--- src/rtl/cram_loader.sv ---
// CRAM microword loader: assembles 21-bit chunks into 84-bit microwords,
// writes each word into CRAM, reads it back and flags the first mismatch.
// DEC bit i of the microword maps to vector bit WORD_W-1-i, so chunk 0
// (bits 0:20) occupies the most significant slice of mem_din.
module cram_loader #(
    parameter int unsigned ADDR_W  = 12,
    parameter int unsigned WORD_W  = 84,
    parameter int unsigned CHUNK_W = 21,
    parameter int unsigned RD_LAT  = 1
) (
    input  logic               clk,
    input  logic               reset,
    input  logic               ld_addr_valid,
    input  logic [ADDR_W-1:0]  ld_addr,
    input  logic               chunk_valid,
    input  logic [CHUNK_W-1:0] chunk_data,
    output logic               chunk_ready,
    input  logic               clear_err,
    output logic [ADDR_W-1:0]  mem_addr,
    output logic [WORD_W-1:0]  mem_din,
    output logic               mem_we,
    input  logic [WORD_W-1:0]  mem_dout,
    output logic               busy,
    output logic               word_done,
    output logic               verify_err,
    output logic [ADDR_W-1:0]  err_addr
);

    localparam int unsigned NCHUNK = WORD_W / CHUNK_W;
    localparam int unsigned CNT_W  = 2;
    localparam int unsigned WAIT_W = 2;

    typedef enum logic [1:0] {
        ST_ACCUM,
        ST_WRITE,
        ST_WAIT,
        ST_CHECK
    } state_t;

    state_t              state_q;
    state_t              state_d;
    logic [CNT_W-1:0]    cnt_q;
    logic [CNT_W-1:0]    cnt_d;
    logic [WAIT_W-1:0]   wait_q;
    logic [WAIT_W-1:0]   wait_d;
    logic                rdy_q;
    logic                accept;
    logic                addr_load;
    logic                mismatch;

    // Address load has priority over a chunk offered in the same cycle.
    assign chunk_ready = rdy_q && !ld_addr_valid;
    assign accept      = chunk_valid && chunk_ready;
    assign addr_load   = ld_addr_valid && (state_q == ST_ACCUM);
    assign mismatch    = (mem_dout != mem_din);

    // Next-state logic: chunk counting, write, read-latency wait, verify.
    always_comb begin
        state_d = state_q;
        cnt_d   = cnt_q;
        wait_d  = wait_q;
        unique case (state_q)
            ST_ACCUM: begin
                if (addr_load) begin
                    cnt_d = '0;
                end else if (accept) begin
                    cnt_d = cnt_q + CNT_W'(1);
                    if (cnt_q == CNT_W'(NCHUNK - 1)) begin
                        cnt_d   = '0;
                        state_d = ST_WRITE;
                    end
                end
            end
            ST_WRITE: begin
                wait_d  = '0;
                state_d = ST_WAIT;
            end
            ST_WAIT: begin
                if (wait_q == WAIT_W'(RD_LAT - 1)) begin
                    state_d = ST_CHECK;
                end else begin
                    wait_d = wait_q + WAIT_W'(1);
                end
            end
            ST_CHECK: begin
                cnt_d   = '0;
                state_d = ST_ACCUM;
            end
            default: state_d = ST_ACCUM;
        endcase
    end

    // State register.
    always_ff @(posedge clk or posedge reset) begin
        if (reset) begin
            state_q <= ST_ACCUM;
            cnt_q   <= '0;
            wait_q  <= '0;
        end else begin
            state_q <= state_d;
            cnt_q   <= cnt_d;
            wait_q  <= wait_d;
        end
    end

    // Registered control outputs decoded from the next state.
    always_ff @(posedge clk or posedge reset) begin
        if (reset) begin
            mem_we    <= 1'b0;
            busy      <= 1'b0;
            word_done <= 1'b0;
            rdy_q     <= 1'b0;
        end else begin
            mem_we    <= (state_d == ST_WRITE);
            busy      <= (state_d != ST_ACCUM);
            word_done <= (state_d == ST_CHECK);
            rdy_q     <= (state_d == ST_ACCUM);
        end
    end

    // Load address and word assembly; address advances after each verify.
    always_ff @(posedge clk or posedge reset) begin
        if (reset) begin
            mem_addr <= '0;
            mem_din  <= '0;
        end else begin
            if (addr_load) begin
                mem_addr <= ld_addr;
            end else if (state_q == ST_CHECK) begin
                mem_addr <= mem_addr + ADDR_W'(1);
            end
            for (int unsigned k = 0; k < NCHUNK; k++) begin
                if (accept && (cnt_q == CNT_W'(k))) begin
                    mem_din[WORD_W-1-CHUNK_W*k -: CHUNK_W] <= chunk_data;
                end
            end
        end
    end

    // Sticky readback error; a fresh mismatch beats a coincident clear.
    always_ff @(posedge clk or posedge reset) begin
        if (reset) begin
            verify_err <= 1'b0;
            err_addr   <= '0;
        end else if ((state_q == ST_CHECK) && mismatch && (!verify_err || clear_err)) begin
            verify_err <= 1'b1;
            err_addr   <= mem_addr;
        end else if (clear_err) begin
            verify_err <= 1'b0;
            err_addr   <= '0;
        end
    end

endmodule
--- config.mk ---
export PLATFORM = sky130hd
export DESIGN_NAME = cram_loader
export DESIGN_NICKNAME = d
export VERILOG_FILES = /design/src/rtl/cram_loader.sv
export SDC_FILE = /design/constraint.sdc
export NUM_CORES = 1
export LEC_CHECK = 0
export BUFFER_PORTS_ARGS = -buffer_cell sky130_fd_sc_hd__buf_2
export CORE_MARGIN = 5
export CORE_UTILIZATION = 30
export DETAILED_ROUTE_END_ITERATION = 16
export PLACE_DENSITY_LB_ADDON = 0.08
export SYNTH_ARGS = -nofsm -noshare
export SYNTH_HDL_FRONTEND = slang
export SYNTH_SLANG_ARGS = --single-unit
export TNS_END_PERCENT = 30
--- constraint.sdc ---
create_clock -name clk -period 6.56 [get_ports clk]
set_clock_uncertainty 0.2 [all_clocks]
set_input_delay 0 -clock clk [delete_from_list [all_inputs] [get_ports clk]]
set_output_delay 0 -clock clk [all_outputs]
set_load 0.01 [all_outputs]
After elaboration in Yosys (flattened, before gate mapping)
Index checks and enable logic that the tools add are counted.
{"block": "word_totals", "ff_bits": 119, "inputBits": 122, "out_inout_bits": 113, "word_cells": 68}
{"block": "classes", "n_addsub": 3, "n_eq_ne": 11, "muxes": 17, "reduce_logical": 23}
{"op": "$ne A84 B84 Y1", "n": 1}
{"op": "$mux W12", "n": 4}
{"op": "$mux W2", "n": 8}
{"op": "$add A12 B1 Y12 const B", "n": 1}
{"op": "$eq A2 B2 Y1 const B", "n": 5}
{"op": "$reduce_bool A2 Y1", "n": 5}
{"op": "$logic_and A1 B1 Y1", "n": 9}
{"op": "$logic_not A2 Y1", "n": 4}
{"op": "$pmux W2 S2", "n": 2}
{"op": "$pmux W2 S4", "n": 1}
{"op": "$eq A2 B1 Y1 const B", "n": 3}
{"op": "$add A2 B1 Y2 const B", "n": 2}
{"op": "$reduce_and A2 Y1", "n": 2}
{"op": "$ne A3 B3 Y1 const B", "n": 1}
{"op": "$logic_not A1 Y1", "n": 2}
{"op": "$mux W1", "n": 2}
{"op": "$ne A2 B2 Y1 const B", "n": 1}
{"op": "$logic_or A1 B1 Y1", "n": 1}

Logic depth before layout (Yosys ltp)
Gate-level depths: netlist of run 1.
{"block": "logic_depth", "word_depth": 7, "ltp_mapped": 7, "ltp_nobuf": 6}

Worst setup path before layout of run 1
Ideal clock, no wire load.
{"block": "synth_path", "path_kind": "register to register", "start": "register mem_din[47]", "end": "register err_addr[0]", "setup_ns": 0.122, "arrival_ns": 1.667, "t_required_ns": 6.238, "setup_slack_ns": 4.572, "stages_incl_launch_ff": 8, "n_path_buf": 1, "period_less_slack_ns": 1.988, "path_cell_list": "dfrtp_1 > xnor2_1 > nand4_1 > nor4_1 > nand4_1 > o211a_1 > buf_6 > a32o_1"}
{"block": "synth_via", "elab_chain_cells": 4, "word_cells_on_any_way": 5, "cone_classes": "1 x eq/ne; 1 x mux; 3 x reduce/logical"}
{"item": "start: declaration", "line": "20", "source": "output logic [WORD_W-1:0] mem_din,"}
{"item": "start signal: indexed assignment", "line": "134", "source": "mem_din[WORD_W-1-CHUNK_W*k -: CHUNK_W] <= chunk_data;"}
{"item": "$ne A84 B84 Y1 (*)", "line": "55", "source": "assign mismatch = (mem_dout != mem_din);"}
{"item": "$logic_and A1 B1 Y1 (*) (2 in a row)", "line": "145", "source": "end else if ((state_q == ST_CHECK) && mismatch && (!verify_err || clear_err)) begin"}
{"item": "$mux W12 / $reduce_bool A2 Y1 (equally long branches)"}
{"item": "end signal: assignment", "line": "147", "source": "err_addr <= mem_addr;"}
{"item": "end: declaration", "line": "26", "source": "output logic [ADDR_W-1:0] err_addr"}
Every way passes the cells marked *; elsewhere a longest branch is shown, timed or not.
A chain may end at the register's enable or synchronous reset.

Worst setup path in the final report of run 1
{"block": "layout_path", "start": "register mem_din[12]", "end": "register err_addr[8]"}
Same word-level chain as after synthesis.

==> metrics.txt, run 1 <==
DIE AREA between 20000 and 25000 µm²; Area after DPL about 7100 µm²; CTS tree built; largest net degree at the start of global routing between 70 and 80; final hold violation count 0; Worst path top cell family by delay compound AO/OA/AOI/OAI gates; GRT Resource Usage Total between 15 and 20%; vias in the first global route about 4900; WP buf/inv 0; Skew-Pair Late Insertion Delay between 0.4 and 0.5 ns; number of buffers created by CTS 17; EDFF count, synth 0; number of setup buffers added after CTS 0; Worst Max-Slew Pin Slew between 1 and 1.5 ns; Row Count 50; share of cells above drive strength 1 between 40% and 50%; DRT Pass-1 Iters 4; Syn Std Cell Area about 5700 µm²; area leader, netlist dfrtp_1; routed len/inst roughly 19 µm; status finished, final reports clean; Synth Flop Type dfrtp_1; register area share after synthesis roughly 52%; fin area 8130 µm²; min Tclk post-route around 2.9 ns; crit-path max cell delay 0.74 ns; highest clock rate ~0.34 GHz; max-slew violations 0; total wire length between 15 and 20 mm; starting density of the core a little under a third; Rel. slew slack between 20% and 30%; Hold Slack roughly 0.014 ns; remaining antenna violation count 0; Via density roughly 4.6; core region area ~19000 µm²; Port Buffer Count about 230; n_diodes 0; dpl hpwl 14.2 mm; synth cell count leaders dfrtp_1 (119), xnor2_1 (87), mux2_2 (85), nand4_1 (25), nand2_1 (24); Worst-path clk slew about 0.060 ns; CP Cell Sequence xnor2_1 > nand4_1 > nor4_1 > nand2_1 > o21ai_1 > a32o_1; total I/O pin count 235; Synth Warn # 0; Synth Net Count slightly below 600; drt drc 0; Resized cells post-CTS 0; Leakage roughly 4 nW; Die Y 148 µm; clock tree buffer depth 2; Final Core Density 43.4%; Placer Congestion 0.805; Mean Syn Cell Area between 10 and 15 µm²; CP arrival between 3 and 4 ns; Initial DRC Count around 130; setup TNS 0 ns; Max Cap Viol 0; nets@finish 863; initial antenna violation count 0; vias approximately 4500; Yosys cell types 33; Required @ worst endpoint about 6.7 ns; top cells by area in the synthesized netlist dfrtp_1 (52%), mux2_2 (17%), xnor2_1 (13%); clock sinks 119; clk root buf clkbuf_16; grt ovf 0; most common cell in the netlist dfrtp_1; CP endpoint kind flip-flop; asr flop ratio synth 100%; area grow syn2layout 42.7%; Die W 148 µm; final setup violation count 0; Critical Path Fanout Max 12; first-pass GRT wire length roughly 28 mm; worst min path class input port to asynchronous set/reset pin; power per cell area between 300 and 400 nW/µm²; area fraction of the dominant cell type after synthesis roughly 52%; WS Path Type flip-flop to flip-flop; RSZ-0062 raised after global routing no; cells after synthesis 449; critical path's slowest cell o21ai_1; post-synthesis sequential element count approximately 120; Max H-tree Level 4; final worst path period share between 40% and 50%; hold-fix buffers at CTS 37; Startpoint Class flip-flop; Peak VDD IR around 0.18 mV
## state kept, by name (all words and copies together) (netlist names)
signal and flops:
mem_din 84, err_addr 12, mem_addr 12, cnt_q 2, state_q 2, wait_q 2, busy 1, mem_we 1
rdy_q 1, verify_err 1, word_done 1
## path summary, 6_finish.rpt
kind	from	endpoint	slack, ns	cells past startpoint
min in group clk	ld_addr[6]	mem_addr[6]	0.12	4
max in group asynchronous	reset	mem_din[6]	4.70	4
worst max register to register	mem_din[12]	err_addr[8]	3.63	6
worst min register to register	wait_q[0]	wait_q[0]	0.31	1
worst max-delay path	mem_din[12]	err_addr[8]	3.63	6
worst min-delay path	reset	mem_din[70]	0.01	3
## cell families after synthesis
kind of cell | count (synthesis) | share of synthesized area, %
multiplexers | 86 | 17.0
buffers and inverters | 24 | 1.91
flip-flops | 119 | 52.3
AO/OA/AOI/OAI | 35 | 4.48
adder cells (fa/ha/maj) | 11 | 2.42
AND/OR/NAND/NOR | 79 | 7.30
XOR/XNOR | 95 | 14.6
## metrics by stage
stage                     instances  total power (W)  setup slack (ns)
after floorplan                 449          0.00171              3.20
after global placement          908          0.00212              3.73
after detailed placement        908          0.00215              3.57
after CTS                       977          0.00317              3.55
after global routing            977          0.00331              3.40
final                           977          0.00312              3.63
## final cells by class
| class | count | area (µm²) |
|---|---|---|
| clock inverters | 15 | 203 |
| well taps | 234 | 293 |
| clock buffers | 17 | 425 |
| repair buffers | 276 | 1580 |
| flip-flops and latches | 119 | 2980 |
| fillers | 1828 | 10600 |
| inverters | 10 | 40.0 |
| multi-input cells | 306 | 2610 |
## cell usage in the layout (no fill, tap or decap), types with 2 or more instances in the layout
| cell | synthesis | routed |
|---|---|---|
| nand3_1 | 5 | 5 |
| clkbuf_16 | 0 | 17 |
| inv_1 | 10 | 9 |
| clkinv_2 | 0 | 3 |
| clkinv_4 | 0 | 4 |
| xnor2_1 | 87 | 87 |
| a32o_1 | 12 | 12 |
| nand2_1 | 24 | 24 |
| inv_6 | 0 | 2 |
| and3_1 | 2 | 2 |
| dfrtp_1 | 119 | 119 |
| nor2b_1 | 3 | 3 |
| clkinvlp_4 | 0 | 2 |
| buf_4 | 0 | 5 |
| a22o_1 | 2 | 2 |
| ha_1 | 11 | 11 |
| dlygate4sd3_1 | 0 | 37 |
| buf_2 | 9 | 234 |
| nor4_1 | 4 | 4 |
| bufinv_16 | 0 | 4 |
| o21ai_0 | 15 | 15 |
| and2_0 | 2 | 2 |
| nor2_1 | 6 | 6 |
| nand2b_1 | 3 | 3 |
| xor2_1 | 8 | 8 |
| mux2_2 | 85 | 85 |
| nand4_1 | 25 | 25 |
## tightest hold or removal path, stage by stage
cell	delay, ns
dlygate4sd3_1	0.53
buf_2	0.13
inv_4	0.44
## where the power goes
part           switching, W  internal (W)  leakage (nW)  total [W]
Combinational      0.000470      0.000488          2.12   0.000958
Sequential         0.000218      0.000954          1.56    0.00117
Clock              0.000351      0.000637         0.304   0.000989
## layer usage
metal | GRT usage, % | share of wire [%] | vias up
met1 | 22.1 | 45 | 2237
met5 | 0 | 0 | -
met4 | 4.19 | 1.2 | 0
met2 | 28.0 | 48 | 138
met3 | 5.27 | 5.8 | 14
li1 | - | - | 2152
Power figures use the tool's default switching activity.
==> run 2: changes to the inputs <==
==> constraint.sdc (replaced) <==
create_clock -name clk -period 3.07 [get_ports clk]
set_clock_uncertainty 0.2 [all_clocks]
set_input_delay 0 -clock clk [delete_from_list [all_inputs] [get_ports clk]]
set_output_delay 0 -clock clk [all_outputs]
set_load 0.01 [all_outputs]
==> run 2 against run 1 <==
Compared with the run above:
- non-clock buffer count increased by 17
- worst hold slack improved by 0.099 ns
- combinational power increased by 130%
- first-iteration DRC count decreased by 7.0%
==> metrics.txt, run 2 (synthesis results as in run 1) <==
core region area roughly 19000 µm²; area grow syn2layout 44.1%; clk root buf clkbuf_16; Via density approximately 4.6; fin area 8200 µm²; commonest non-fill, non-tap cell in the layout buf_2; nets@finish slightly below 900; highest clock rate between 0.3 and 0.4 GHz; Final Core Density between 40 and 50%; DIE AREA approximately 22000 µm²; Area after DPL roughly 7200 µm²; clock tree buffer depth 2; CP Cell Sequence xnor2_1 > nand4_1 > nor3_1 > nand4_1 > o21ai_0 > nand2_1 > dlygate4sd3_1; DRT Pass-1 Iters 4; CP endpoint kind flip-flop; dpl hpwl around 14 mm; Critical Path Fanout Max 3; WS Path Type flip-flop to flip-flop; Clock Power Share roughly 27%; Rel. slew slack between 30% and 40%; Port Buffer Count 234; Skew-Pair Late Insertion Delay 0.41 ns; CTS tree built; initial antenna violation count 0; drt drc 0; total I/O pin count between 200 and 250; Worst path top cell family by delay simple AND/OR/NAND/NOR gates; largest net degree at the start of global routing 54; Largest Register mem_din; max-slew violations 0; Die W between 100 and 150 µm; grt ovf 0; number of buffers created by CTS 17; GRT Resource Usage Total between 10% and 20%; Startpoint Class flip-flop; Row Count 50; Layout Cells excl Fill ~990; total wire length 19.0 mm; Peak VDD IR roughly 0.37 mV; share of cells above drive strength 1 46.8%; starting density of the core between 30% and 40%; hold-fix buffers at CTS 50; sequential share of power 38.7%; met3 GRT Util between 5 and 6%; Die Y approximately 150 µm; Required @ worst endpoint between 3 and 4 ns; Resized cells post-CTS 0; WP buf/inv 1; Net Sw Frac 33.5%; crit-path max cell delay roughly 0.56 ns; largest registers mem_din: 84 flops, err_addr: 12 flops, mem_addr: 12 flops; vias ~4600; Placer Congestion about 0.8; final setup violation count 0; commonest cells after routing, fill and taps aside buf_2 (234), dfrtp_1 (119), xnor2_1 (87); RSZ-0062 raised after global routing no; Initial DRC Count 120; n_diodes 0; Power, Total ~0.0065 W; GR Util met1 22.6%; final hold violation count 0; number of flip-flops in the largest register 84; first-pass GRT wire length between 20 and 30 mm; worst min path class input port to flip-flop; remaining antenna violation count 0; clock sinks 119; Pint between 0.004 and 0.005 W; Max Cap Viol 0; Fillers roughly 1800; logic gate share of total power between 30% and 40%; routed len/inst roughly 19 µm; most frequent CP cell nand4_1; CP arrival ~2.9 ns; Worst Max-Slew Pin Slew a little under 1 ns; final worst path period share 90.0%; gr busiest metal met2; GR Util met2 27.9%; Max H-tree Level 4; power per cell area a little under 800 nW/µm²; Worst-path clk slew approximately 0.05 ns; Leakage around 4 nW; number of setup buffers added after CTS 0; critical path's slowest cell dlygate4sd3_1; vias in the first global route around 5000; status finished, final reports clean; Inst Count DP 912; Switching Power between 0.002 and 0.0025 W; min Tclk post-route about 2.8 ns; setup TNS 0 ns
run 2: power by group through the flow:
| stage | sequential, W | combinational (W) | clock, W |
|---|---|---|---|
| after floorplan | 0.00264 | 0.00101 | 0 |
| after global placement | 0.00252 | 0.00203 | 0 |
| after detailed placement | 0.00254 | 0.00206 | 0 |
| after CTS | 0.00252 | 0.00225 | 0.00182 |
| after global routing | 0.00258 | 0.00243 | 0.00188 |
| final | 0.00250 | 0.00221 | 0.00177 |
run 2: worst reg2reg max path: stages, from the launching register on:
cell           delay, ns
dfrtp_1             0.40
xnor2_1             0.44
nand4_1             0.31
nor3_1              0.30
nand4_1             0.19
o21ai_0             0.19
nand2_1             0.06
dlygate4sd3_1       0.56
run 2: layer usage:
layer	routed length, µm	vias to the layer above	part of all wire [%]
li1	-	2174	-
met1	8490	2269	45
met2	9050	135	48
met3	1220	17	6.4
met4	251	0	1.3
met5	0	-	0
run 2: final timing paths:
kind,cells after the start,from,to,slack (ns)
worst min register to register,1,wait_q[0],wait_q[0],0.29
worst max register to register,7,mem_din[25],verify_err,0.31
max in group asynchronous,4,reset,err_addr[4],1.60
min in group asynchronous,3,reset,mem_din[6],0.15
worst min-delay path,4,chunk_valid,cnt_q[0],0.11
worst max-delay path,7,mem_din[25],verify_err,0.31
run 2: metrics by stage:
step	setup WS [ns]	hold WS [ns]
final	0.306	0.113
after global routing	0.188	0.121
after detailed placement	0.400	0.00776
after floorplan	1.08	-0.149
after CTS	0.287	0.104
after global placement	0.464	0.00244
run 2: area by class of cell:
type                    count  area, µm²  area share, %
clock buffers              26        499           6.09
flip-flops and latches    119       2980           36.3
well taps                 234        293           3.57
inverters                  10       41.3          0.503
repair buffers            293       1760           21.5
clock inverters             4       20.0          0.244
multi-input cells         306       2610           31.8
